### config.mk
export PLATFORM = sky130hd
export DESIGN_NAME = fpnew_opgroup_share_arb
export DESIGN_NICKNAME = d
export VERILOG_FILES = /design/src/rtl/fpnew_opgroup_share_arb.sv
export SDC_FILE = /design/constraint.sdc
export NUM_CORES = 1
export LEC_CHECK = 0
export ABC_AREA = 1
export CAP_MARGIN = 20
export CELL_PAD_IN_SITES_DETAIL_PLACEMENT = 1
export CELL_PAD_IN_SITES_GLOBAL_PLACEMENT = 2
export CORE_AREA = 4 4 296 298
export CTS_CLUSTER_DIAMETER = 80
export DETAILED_ROUTE_END_ITERATION = 7
export DIE_AREA = 0 0 300 302
export DONT_BUFFER_PORTS = 1
export PLACE_DENSITY_LB_ADDON = 0.1
export SLEW_MARGIN = 0
export SYNTH_ARGS = -nofsm -noshare
export SYNTH_HDL_FRONTEND = slang
export SYNTH_SLANG_ARGS = --single-unit
export TNS_END_PERCENT = 20
### constraint.sdc
create_clock -name clk_i -period 4.5 [get_ports clk_i]
set_input_delay 0.9 -clock clk_i [delete_from_list [all_inputs] [get_ports clk_i]]
set_output_delay 0.9 -clock clk_i [all_outputs]
set_load 0.02 [all_outputs]
### src/rtl/fpnew_opgroup_share_arb.sv
// Round-robin sharing of one FPNEW opgroup unit among NumReq requesters, with an
// in-flight cap and ID-tagged routing of returning results back to their requester.
module fpnew_opgroup_share_arb #(
  parameter int unsigned NumReq         = 4,
  parameter int unsigned DataWidth      = 128,
  parameter int unsigned RspWidth       = 38,
  parameter int unsigned TagWidth       = 4,
  parameter int unsigned MaxOutstanding = 4,
  localparam int unsigned IdWidth       = (NumReq > 1) ? $clog2(NumReq) : 1,
  localparam int unsigned CntWidth      = $clog2(MaxOutstanding + 1)
) (
  input  logic                          clk_i,
  input  logic                          rst_i,
  input  logic                          flush_i,
  input  logic [NumReq-1:0]             req_valid_i,
  output logic [NumReq-1:0]             req_ready_o,
  input  logic [NumReq*DataWidth-1:0]   req_data_i,
  input  logic [NumReq*TagWidth-1:0]    req_tag_i,
  output logic                          unit_valid_o,
  input  logic                          unit_ready_i,
  output logic [DataWidth-1:0]          unit_data_o,
  output logic [IdWidth+TagWidth-1:0]   unit_tag_o,
  input  logic                          unit_rsp_valid_i,
  output logic                          unit_rsp_ready_o,
  input  logic [RspWidth-1:0]           unit_rsp_data_i,
  input  logic [IdWidth+TagWidth-1:0]   unit_rsp_tag_i,
  output logic [NumReq-1:0]             rsp_valid_o,
  input  logic [NumReq-1:0]             rsp_ready_i,
  output logic [RspWidth-1:0]           rsp_data_o,
  output logic [TagWidth-1:0]           rsp_tag_o,
  output logic [CntWidth-1:0]           outstanding_o,
  output logic                          busy_o,
  output logic                          id_err_o
);

  typedef enum logic {ARB, HOLD} state_e;

  state_e              state_q, state_d;
  logic [IdWidth-1:0]  ptr_q, ptr_d, gnt_q, gnt_d, sel, rsp_id;
  logic [CntWidth-1:0] cnt_q, cnt_d;
  logic                live, any_req, full, issue, rsp_hs, rsp_in_range, rsp_rdy_sel;
  int unsigned         idx;

  // Combinational outputs are gated while reset is held so everything reads 0.
  assign live         = ~rst_i;
  assign rsp_id       = unit_rsp_tag_i[IdWidth+TagWidth-1:TagWidth];
  assign rsp_in_range = 32'(rsp_id) < NumReq;

  always_comb begin
    sel     = gnt_q;
    any_req = 1'b0;
    idx     = 0;
    if (state_q == HOLD) begin
      any_req = 1'b1;
    end else begin
      for (int unsigned i = 0; i < NumReq; i++) begin
        idx = (32'(ptr_q) + i) % NumReq;
        if (!any_req && req_valid_i[IdWidth'(idx)]) begin
          any_req = 1'b1;
          sel     = IdWidth'(idx);
        end
      end
    end
  end

  always_comb begin
    rsp_valid_o = '0;
    rsp_rdy_sel = 1'b1;
    for (int unsigned i = 0; i < NumReq; i++) begin
      if (32'(rsp_id) == i) begin
        rsp_rdy_sel    = rsp_ready_i[i];
        rsp_valid_o[i] = unit_rsp_valid_i & ~flush_i & live;
      end
    end
  end

  assign unit_rsp_ready_o = live & (flush_i | rsp_rdy_sel);
  assign rsp_hs           = unit_rsp_valid_i & unit_rsp_ready_o;
  assign id_err_o         = rsp_hs & ~flush_i & (~rsp_in_range | (cnt_q == '0));

  // A slot released by a same-cycle response handshake may be reused immediately.
  assign full         = (cnt_q == CntWidth'(MaxOutstanding)) & ~rsp_hs;
  assign unit_valid_o = live & any_req & ~full & ~flush_i;
  assign issue        = unit_valid_o & unit_ready_i;

  always_comb begin
    req_ready_o = '0;
    for (int unsigned i = 0; i < NumReq; i++) begin
      req_ready_o[i] = issue & (32'(sel) == i);
    end
  end

  assign unit_data_o   = live ? req_data_i[32'(sel)*DataWidth +: DataWidth] : '0;
  assign unit_tag_o    = live ? {sel, req_tag_i[32'(sel)*TagWidth +: TagWidth]} : '0;
  assign rsp_data_o    = live ? unit_rsp_data_i : '0;
  assign rsp_tag_o     = live ? unit_rsp_tag_i[TagWidth-1:0] : '0;
  assign outstanding_o = cnt_q;
  assign busy_o        = (cnt_q != '0) | unit_valid_o;

  always_comb begin
    state_d = state_q;
    ptr_d   = ptr_q;
    gnt_d   = gnt_q;
    cnt_d   = cnt_q;
    if (flush_i) begin
      state_d = ARB;
      cnt_d   = '0;
    end else begin
      if (issue) begin
        state_d = ARB;
        ptr_d   = (32'(sel) + 1 == NumReq) ? '0 : sel + 1'b1;
      end else if (unit_valid_o) begin
        state_d = HOLD;
        gnt_d   = sel;
      end
      // A response arriving at zero is a protocol error and never decrements.
      if (issue && !(rsp_hs && cnt_q != '0)) begin
        cnt_d = cnt_q + 1'b1;
      end else if (!issue && rsp_hs && cnt_q != '0) begin
        cnt_d = cnt_q - 1'b1;
      end
    end
  end

  always_ff @(posedge clk_i or posedge rst_i) begin
    if (rst_i) begin
      state_q <= ARB;
      ptr_q   <= '0;
      gnt_q   <= '0;
      cnt_q   <= '0;
    end else begin
      state_q <= state_d;
      ptr_q   <= ptr_d;
      gnt_q   <= gnt_d;
      cnt_q   <= cnt_d;
    end
  end

endmodule
[Yosys cells after proc, flatten, opt, wreduce, memory -nomap -nowiden]
Cells that the tools add are included.
Word-level totals
  bits in registers: 8
  output and inout port bits: 191
  logic and storage cells: 107
Operators by class
  add/subtract/negate cells: 7
  $lt $le $gt $ge: 4
  equality and inequality tests: 8
  shift-type cells: 2
  multiplexer cells: 40
  bitwise gates (word level): 22
  reductions and logical operators: 20
Operators with widths (count)
  indexed part select 512 x 10 -> 128 bit: 1
  two-way mux 128 bit: 1
  two-way mux 38 bit: 1
  two-way mux 1 bit: 23
  indexed part select 16 x 5 -> 4 bit: 1
  AND 1 bit: 15
  < comparator 2 x 3 -> 1 bit (second input constant): 4
  two-way mux 2 bit: 6
  two-way mux 3 bit: 3
  nonzero test 3 bit: 3
  binary-select mux 1 bit (select 2 bit): 4
  equality test 2 bit (second input constant): 4
  logical AND 1 bit: 7
  equality test 3 bit (second input constant): 2
  two-way mux 6 bit: 1
  logical NOT 1 bit: 5
  NOT 1 bit: 5
  adder 2 x 1 -> 2 bit (second input constant): 2
  adder 2 bit (second input constant): 2
  equality test 2 x 1 -> 1 bit (second input constant): 2
  logical NOT 2 bit: 2
  two-way mux 4 bit: 1
  adder 2 x 1 -> 3 bit (second input constant): 1
  adder 3 x 1 -> 3 bit (second input constant): 1
  5 further kinds: 6

[Depth between registers and ports, before layout]
Gate-level depths: netlist (run 1).
  depth in word-level cells: 26
  mapped depth: 19
  gate-level depth less buffers: 19

[Least setup slack after synthesis (run 1)]
No wires, ideal clock.
  path kind: input to output
  start point: in req_valid_i[3]
  end point: out req_ready_o[0]
  data arrival time: 2626 ps
  required time: 3600 ps
  setup slack: 974 ps
  stages on the path: 17
  path buffers: 3
  cells stage by stage: inv_1 > nand2_2 > nand3_1 > nand2_2 > inv_2 > nand2_1 > nor2_2 > nand2_1 > nand3_2 > nand2_4 > nand2_4 > buf_6 > buf_6 > buf_6 > ha_1 > inv_1 > nor2_1
Between the ends
  word-level cells in the longest chain between the ends: 21
  elaborated cells on any way between the ends: 33
Ends and longest elaborated chain
  start: declaration: RTL line 15  | input logic [NumReq-1:0] req_valid_i,
  binary-select mux 1 bit (select 2 bit): RTL line 58  | if (!any_req && req_valid_i[IdWidth'(idx)]) begin
  two-way mux 1 bit (not written as such): RTL line 58
  two-way mux 1 bit: RTL line 58
  two-way mux 1 bit: RTL line 53  | if (state_q == HOLD) begin
  logical NOT 1 bit: RTL line 58
  logical AND 1 bit: RTL line 58
  two-way mux 1 bit: RTL line 58
  two-way mux 1 bit: RTL line 53
  (+3 left out)
  two-way mux 1 bit: RTL line 53
  logical NOT 1 bit: RTL line 58
  logical AND 1 bit: RTL line 58
  two-way mux 1 bit: RTL line 58
  two-way mux 1 bit: RTL line 53
  AND 1 bit (3 in series): RTL line 83  | assign unit_valid_o = live & any_req & ~full & ~flush_i;
  AND 1 bit: RTL line 84  | assign issue = unit_valid_o & unit_ready_i;
  AND 1 bit (*): RTL line 89  | req_ready_o[i] = issue & (32'(sel) == i);
  end: declaration: RTL line 16  | output logic [NumReq-1:0] req_ready_o,
Every way passes the cells marked *; elsewhere a longest branch is shown, timed or not. The select of a mux whose other input is x is not followed.

[Worst setup path after layout (run 1)]
  start point: in req_valid_i[0]
  end point: out unit_data_o[54]
Between the ends
  word-level cells in the longest chain between the ends: 18
  elaborated cells on any way between the ends: 27
Ends and longest elaborated chain
  binary-select mux 1 bit (select 2 bit): RTL line 58
  two-way mux 1 bit (not written as such): RTL line 58
  two-way mux 1 bit: RTL line 58
  two-way mux 1 bit: RTL line 53
  logical NOT 1 bit: RTL line 58
  logical AND 1 bit: RTL line 58
  two-way mux 1 bit: RTL line 58
  two-way mux 1 bit: RTL line 53
  (+2 left out)
  two-way mux 1 bit: RTL line 58
  two-way mux 1 bit: RTL line 53
  logical NOT 1 bit: RTL line 58
  logical AND 1 bit: RTL line 58
  two-way mux 2 bit (*): RTL line 58
  two-way mux 2 bit (*): RTL line 53
  indexed part select 512 x 10 -> 128 bit (*): RTL line 93  | assign unit_data_o = live ? req_data_i[32'(sel)*DataWidth +: DataWidth] : '0;
  two-way mux 128 bit (*): RTL line 93
  end: declaration: RTL line 21  | output logic [DataWidth-1:0] unit_data_o,
Marks and branches as above.

==> flow_summary_export.csv, run 1 <==
group,metric,value,unit
status,run_status,"finished, final reports clean",
critical_path,end_kind,"primary output",
critical_path,crit_end,"unit_data_o[54]",
placement,place_congestion,0.8332,
critical_path,r2r-end,"outstanding_o[2]$_DFFE_PP0P_",
final_layout,area_growth_syn_to_layout,26.91,%
detailed_routing,drt_iter0_markers,295,
power_and_ir_drop,power-per-cell-area,933.2,mW/mm^2
clock_tree,cts_tree,"yes",
grt,grt_pass1_vias,10840,
final_layout,layout_common_cells,"396 x inv_1, 396 x nand2_1, 343 x nand3_1",
critical_path,r2r_cells,19,
logic_synthesis,yosys_warnings,0,
detailed_routing,postRouteAntennaNets,0,
critical_path,slowest_delay,250,ps
clock_tree,post-cts-setup-buffers,0,
timing,rsz0062_at_grt,"false",
detailed_routing,post-route-drc-count,0,
detailed_routing,vias,10120,
detailed_routing,routed_wl,56540,um
clock_tree,cts_resized,0,
critical_path,path_cells,"inv_1 > nand2_1 > nand2_1 > nand2_1 > nand2_1 > inv_1 > nor2_2 > nand2_1 > nand2_1 > inv_1 > nand2_1 > nand2_1 > nand2_4 > buf_12 > buf_12 > nand3_1 > a21oi_1 > buf_4",
floorplan,placeableCoreArea,0.08488,sq mm
timing,hold_viol,0,
detailed_routing,dr.pass1.iters,4,
logic_synthesis,synth_cell_types,30,
logic_synthesis,synthesis.area,0.007667,sq mm
critical_path,worstPathRequired,3600,ps
floorplan,start_util,9.033,%
job,drv_cap,0,
grt,antenna_found_initial,44,
logic_synthesis,synthCells,1619,
worst_hold_path,hold_class,"flip-flop to flip-flop",
critical_path,critPathLaunch,"req_valid_i[0]",
timing,tns,0,ps
grt,grt_overflow,0,
timing,tightest_slew,1034,ps
logic_synthesis,yosysSeqAreaShare,2.611,%
critical_path,r2r-start,"ptr_q[0]$_DFFE_PP0P_",
grt,grt_first_pass_wirelength,77920,um
logic_synthesis,avgSynthCellArea,4.736,sq um
critical_path,path_max_fanout,43,
clock_tree,cts_buffers,3,
floorplan,fp.dieH,302,um
critical_path,path_buf_inv,6,
floorplan,dieWidth,300,um
grt,grt.total_usage,11.46,%
critical_path,cp.depth,18,
floorplan,ios,776,
logic_synthesis,ys_ff_latch,8,
placement,hpwlAfterDp,47910,um
critical_path,critPathLaunchType,"input port",
critical_path,slowest_stage,"buf_12",
critical_path,rrSetupSlack,1700,ps
floorplan,rows,107,
clock_tree,clock-sinks,8,
clock_tree,clockBufferDepth,2,
critical_path,crit_type,"input port to primary output",
clock_tree,cts_root_buffer,"clkbuf_16",
grt,grt_max_degree,111,
timing,skew,3.140,ps
clock_tree,cts_hold_buffers,0,
clock_tree,clk_pin_slew_worst_paths,40,ps
timing,setup_viol,0,
placement,io_buffers,0,
power_and_ir_drop,vdd_drop_max,0.5296,mV
clock_tree,clk_latency,230,ps
timing,relSlewSlack,30.40,%
detailed_routing,drt-wirelength-per-cell,20.26,um
final_layout,drive_above_1_share,13.00,%
critical_path,crit_arrival,3040,ps
timing,post-route-period-util,87.61,%
clock_tree,htreeDepth,1,
detailed_routing,vias_per_cell,3.625,
logic_synthesis,syn_nets,2209,
timing,drv_slew,0,
floorplan,die_area,0.09060,sq mm
critical_path,path_common_cell,"nand2_1",
timing,setup_ws,557.3,ps
critical_path,critPathTopFamily,"simple AND/OR/NAND/NOR gates",
placement,pre_cts_ws,506.7,ps
timing,max_freq,253.6,MHz
timing,fin_crit,3943,ps
final_layout,nets,2215,
power_and_ir_drop,leakagePower,5.346,nW
## report_power, final
group,switching (mW),internal (mW),total [mW]
clock network,0.0362,0.115,0.151
logic,5.98,2.78,8.76
registers,0.0656,0.102,0.168
## through the flow
step	std cells	total power, mW	hold slack [ps]	area [sq um]	utilization, %
2_1_floorplan	1619	6.060	458.8	7667	-
3_3_place_gp	2764	9.312	479.5	9595	11.30
3_5_place_dp	2764	9.262	492.1	9595	11.30
4_1_cts	2767	9.442	501.6	9671	11.39
5_1_grt	2782	10.11	546.2	9708	11.44
6_report	2791	9.080	488.0	9731	11.46
## cell usage after synthesis
master	count	area share, %
nand2_4	2	0.29
nor2_1	54	2.6
dfrtp_1	8	2.6
nand4_1	2	0.16
nor3_1	4	0.26
nand3b_1	63	6.2
a21oi_1	65	4.2
nand3_1	343	22
nor4_1	1	0.082
ha_1	4	0.65
xnor2_1	1	0.11
or2_0	59	4.8
clkbuf_1	46	2.3
inv_1	396	19
or2_2	76	6.2
buf_1	4	0.20
nor2_2	3	0.24
inv_2	4	0.20
nand2_2	5	0.41
or2_1	3	0.24
nor2_4	1	0.15
buf_4	12	1.2
nand2_1	398	19
nand3_2	2	0.26
o21ai_1	2	0.13
buf_6	12	1.8
buf_2	37	2.4
fa_1	1	0.26
o21ai_0	10	0.65
a21boi_2	1	0.15
## state kept, by name, indices dropped and copies added, names as in the netlist
name,count
outstanding_o,3
state_q,1
gnt_q,2
ptr_q,2
## how the worst min path moves through the flow
stage / depth (start not counted) / slack (ps) / start / endpoint
after floorplan: 2 / 460 / gnt_q[0]$_DFFE_PP0P_ / gnt_q[0]$_DFFE_PP0P_
after global placement: 2 / 480 / gnt_q[0]$_DFFE_PP0P_ / gnt_q[0]$_DFFE_PP0P_
after detailed placement: 2 / 490 / gnt_q[0]$_DFFE_PP0P_ / gnt_q[0]$_DFFE_PP0P_
after CTS: 2 / 500 / gnt_q[0]$_DFFE_PP0P_ / gnt_q[0]$_DFFE_PP0P_
after global routing: 1 / 550 / rst_i / state_q$_DFFE_PP0P_
final: 2 / 490 / gnt_q[0]$_DFFE_PP0P_ / gnt_q[0]$_DFFE_PP0P_
## worst min-delay path, stage by stage, from the launching register on
cell	delay, ps
dfrtp_1	340
nand2_1	50
o21ai_1	60
## logic make-up (layout without fill, tap and decap cells)
family / count (synthesis) / in the layout / synth area share [%]
AOI/OAI and AO/OA: 78 / 78 / 5.173
DFF: 8 / 8 / 2.611
and+or+nand+nor: 1016 / 1016 / 63.81
adders and majority gates: 5 / 5 / 0.9139
buffers and inverters: 511 / 515 / 27.38
other: 0 / 24 / 0
xor gates and xnor gates: 1 / 1 / 0.1143
## final cells by class
type | instances | area [sq um]
Clock buffer | 3 | 75.07
Antenna cell | 24 | 60.06
Fill cell | 10780 | 75150
Timing Repair Buffer | 112 | 1054
Sequential cell | 8 | 200.2
Tap cell | 1144 | 1431
Multi-Input combinational cell | 1100 | 5409
Inverter | 400 | 1501
## layer usage
metal	vias up	wire length, um	GRT usage (%)
met5	-	153	0
met4	26	827	1.513
met3	58	5918	4.995
met2	469	29120	21.75
met1	4667	20520	11.98
li1	4897	-	-
No activity file was read; power rests on OpenSTA's default activity.
==> run 2, diff against run 1 <==
Settings changed: CTS_CLUSTER_DIAMETER 80 to unset.
==> results of run 2 <==
The final DEF is identical to that of run 1; final timing and power are the same.
==> run 3, diff against run 2 <==
==> constraint.sdc (replaced) <==
create_clock -name clk_i -period 4.5 [get_ports clk_i]
set_input_delay 0.675 -clock clk_i [delete_from_list [all_inputs] [get_ports clk_i]]
set_output_delay 0.675 -clock clk_i [all_outputs]
set_load 0.02 [all_outputs]
==> run 3 against run 2 <==
Effect of this change:
- first-iteration DRC count is 36% higher
- clock skew decreased by 0.96 ps
- non-clock buffer count fell by 16
- sequential power is 2% higher
==> flow_summary_export.csv, run 3 (synthesized netlist as in run 1, its figures left out) <==
group,metric,value,unit
status,run_status,"finished, final reports clean",
final_layout,area_growth_syn_to_layout,24.36,%
grt,use_met1,11.96,%
final_layout,drive_above_1_share,12.13,%
critical_path,slowest_stage,"dfrtp_1",
floorplan,start_util,9.033,%
timing,hold_viol,0,
clock_tree,post-cts-setup-buffers,0,
placement,io_buffers,0,
floorplan,placeableCoreArea,0.08488,sq mm
clock_tree,clk_latency,230,ps
timing,drv_slew,0,
critical_path,worstPathRequired,3830,ps
power_and_ir_drop,power-per-cell-area,922.2,mW/mm^2
detailed_routing,post-route-drc-count,0,
critical_path,slowest_delay,520,ps
power_and_ir_drop,p_int,2.745,mW
grt,grt_overflow,0,
timing,tightest_slew,995.3,ps
critical_path,path_max_fanout,49,
final_layout,largest_reg_flops,3,
critical_path,r2r_cells,19,
floorplan,ios,776,
critical_path,r2r-start,"ptr_q[0]$_DFFE_PP0P_",
timing,fin_crit,4002,ps
power_and_ir_drop,p_seq_share,2.0,%
timing,relSlewSlack,33.03,%
floorplan,rows,107,
power_and_ir_drop,p_switching,6.049,mW
detailed_routing,drt_iter0_markers,400,
power_and_ir_drop,leakagePower,5.245,nW
timing,post-route-period-util,88.92,%
power_and_ir_drop,vdd_drop_max,0.4567,mV
timing,tns,0,ps
critical_path,r2r-end,"outstanding_o[2]$_DFFE_PP0P_",
critical_path,rrSetupSlack,1470,ps
worst_hold_path,hold_class,"input port to async pin",
grt,grt-busiest-layer,"met2",
grt,grt_first_pass_wirelength,77460,um
job,drv_cap,0,
clock_tree,htreeDepth,1,
detailed_routing,drt-wirelength-per-cell,20.28,um
detailed_routing,vias_per_cell,3.636,
floorplan,fp.dieH,302,um
floorplan,die_area,0.09060,sq mm
clock_tree,cts_hold_buffers,0,
grt,grt.total_usage,11.36,%
clock_tree,cts_buffers,3,
critical_path,critPathTopFamily,"simple AND/OR/NAND/NOR gates",
critical_path,end_kind,"primary output",
power_and_ir_drop,p_clk_share,1.7,%
critical_path,crit_arrival,3330,ps
power_and_ir_drop,switching_share,68.79,%
critical_path,crit_type,"flip-flop to primary output",
grt,grt_max_degree,111,
final_layout,nets,2199,
critical_path,crit_end,"unit_data_o[20]",
detailed_routing,vias,10090,
clock_tree,clock-sinks,8,
detailed_routing,postRouteAntennaNets,0,
placement,dp.cells,2748,
timing,skew,2.183,ps
timing,setup_viol,0,
power_and_ir_drop,comb_power_share,96.3,%
clock_tree,clk_pin_slew_worst_paths,40,ps
clock_tree,cts_tree,"yes",
grt,grt_pass1_vias,10870,
grt,met3_usage,4.285,%
critical_path,path_common_cell,"nand2_1",
clock_tree,cts_resized,0,
clock_tree,clockBufferDepth,2,
clock_tree,cts_root_buffer,"clkbuf_16",
detailed_routing,routed_wl,56290,um
critical_path,critPathLaunch,"ptr_q[0]$_DFFE_PP0P_",
timing,rsz0062_at_grt,"false",
placement,hpwlAfterDp,46980,um
detailed_routing,dr.pass1.iters,4,
critical_path,path_cells,"inv_2 > nand2_1 > nand2_1 > nand2_1 > nand2_1 > inv_1 > nor2_2 > nand2_1 > nand2_1 > inv_1 > nand2_1 > nand2_1 > nand2_4 > buf_12 > nand3_1 > a21oi_1 > buf_4",
critical_path,critPathLaunchType,"flip-flop",
timing,max_freq,249.9,MHz
critical_path,cp.depth,17,
floorplan,dieWidth,300,um
final_layout,layout_common_cells,"396 x inv_1, 396 x nand2_1, 343 x nand3_1",
placement,place_congestion,0.7865,
grt,grt_use_met2,21.76,%
critical_path,path_buf_inv,5,
final_layout,stdcell_count,2775,
grt,antenna_found_initial,36,
[run 3: cell count changes in the layout (fill, tap and decap cells not counted), sizes merged]
cell / change
buf: -16
[run 3: area by class of cell]
class | instances | area (sq um)
diodes | 24 | 60.06
clock buffers | 3 | 75.07
fillers | 10800 | 75340
inverters | 400 | 1501
multi-input cells | 1100 | 5409
flip-flops and latches | 8 | 200.2
well taps | 1144 | 1431
repair buffers | 96 | 858.3
[run 3: per-stage QoR]
step                      power (mW)  worst slack, ps  utilization [%]  hold slack (ps)  instance area, sq um
after global routing           9.794            71.71            11.21            375.1                  9518
after detailed placement       8.957            675.3            11.07            483.9                  9400
final                          8.793            498.5            11.23            351.9                  9535
after CTS                      9.141            405.5            11.16            356.7                  9475
after global placement         8.992            655.7            11.07            490.2                  9400
after floorplan                6.060             1424                -            458.8                  7667
[run 3: worst min-delay path by stage]
stage / from / to / cells past startpoint
floorplan: gnt_q[0]$_DFFE_PP0P_ / gnt_q[0]$_DFFE_PP0P_ / 2
global placement: gnt_q[0]$_DFFE_PP0P_ / gnt_q[0]$_DFFE_PP0P_ / 2
detailed placement: gnt_q[0]$_DFFE_PP0P_ / gnt_q[0]$_DFFE_PP0P_ / 2
CTS: rst_i / ptr_q[0]$_DFFE_PP0P_ / 2
global route: rst_i / ptr_q[0]$_DFFE_PP0P_ / 2
finish: rst_i / ptr_q[0]$_DFFE_PP0P_ / 2
[run 3: worst reg2reg max path: cells and delay by family, from the launching register on]
kind | cells | cell delay [ps]
xor+xnor | 1 | 210
simple gates | 13 | 1280
fa+ha+maj | 1 | 370
flops | 1 | 520
buf+inv | 4 | 570
[run 3: power groups by stage]
stage                     Combinational, mW  Clock (mW)  Sequential, mW
after floorplan                        5.92           0           0.141
after global placement                 8.81           0           0.179
after detailed placement               8.78           0           0.178
after CTS                              8.80       0.159           0.177
after global routing                   9.45       0.164           0.182
final                                  8.47       0.153           0.172
[run 3: routing by layer]
metal,part of all wire (%),up-vias
met4,1.0,4
met1,37,4710
met5,0.037,-
met2,53,480
li1,-,4861
met3,9.6,34
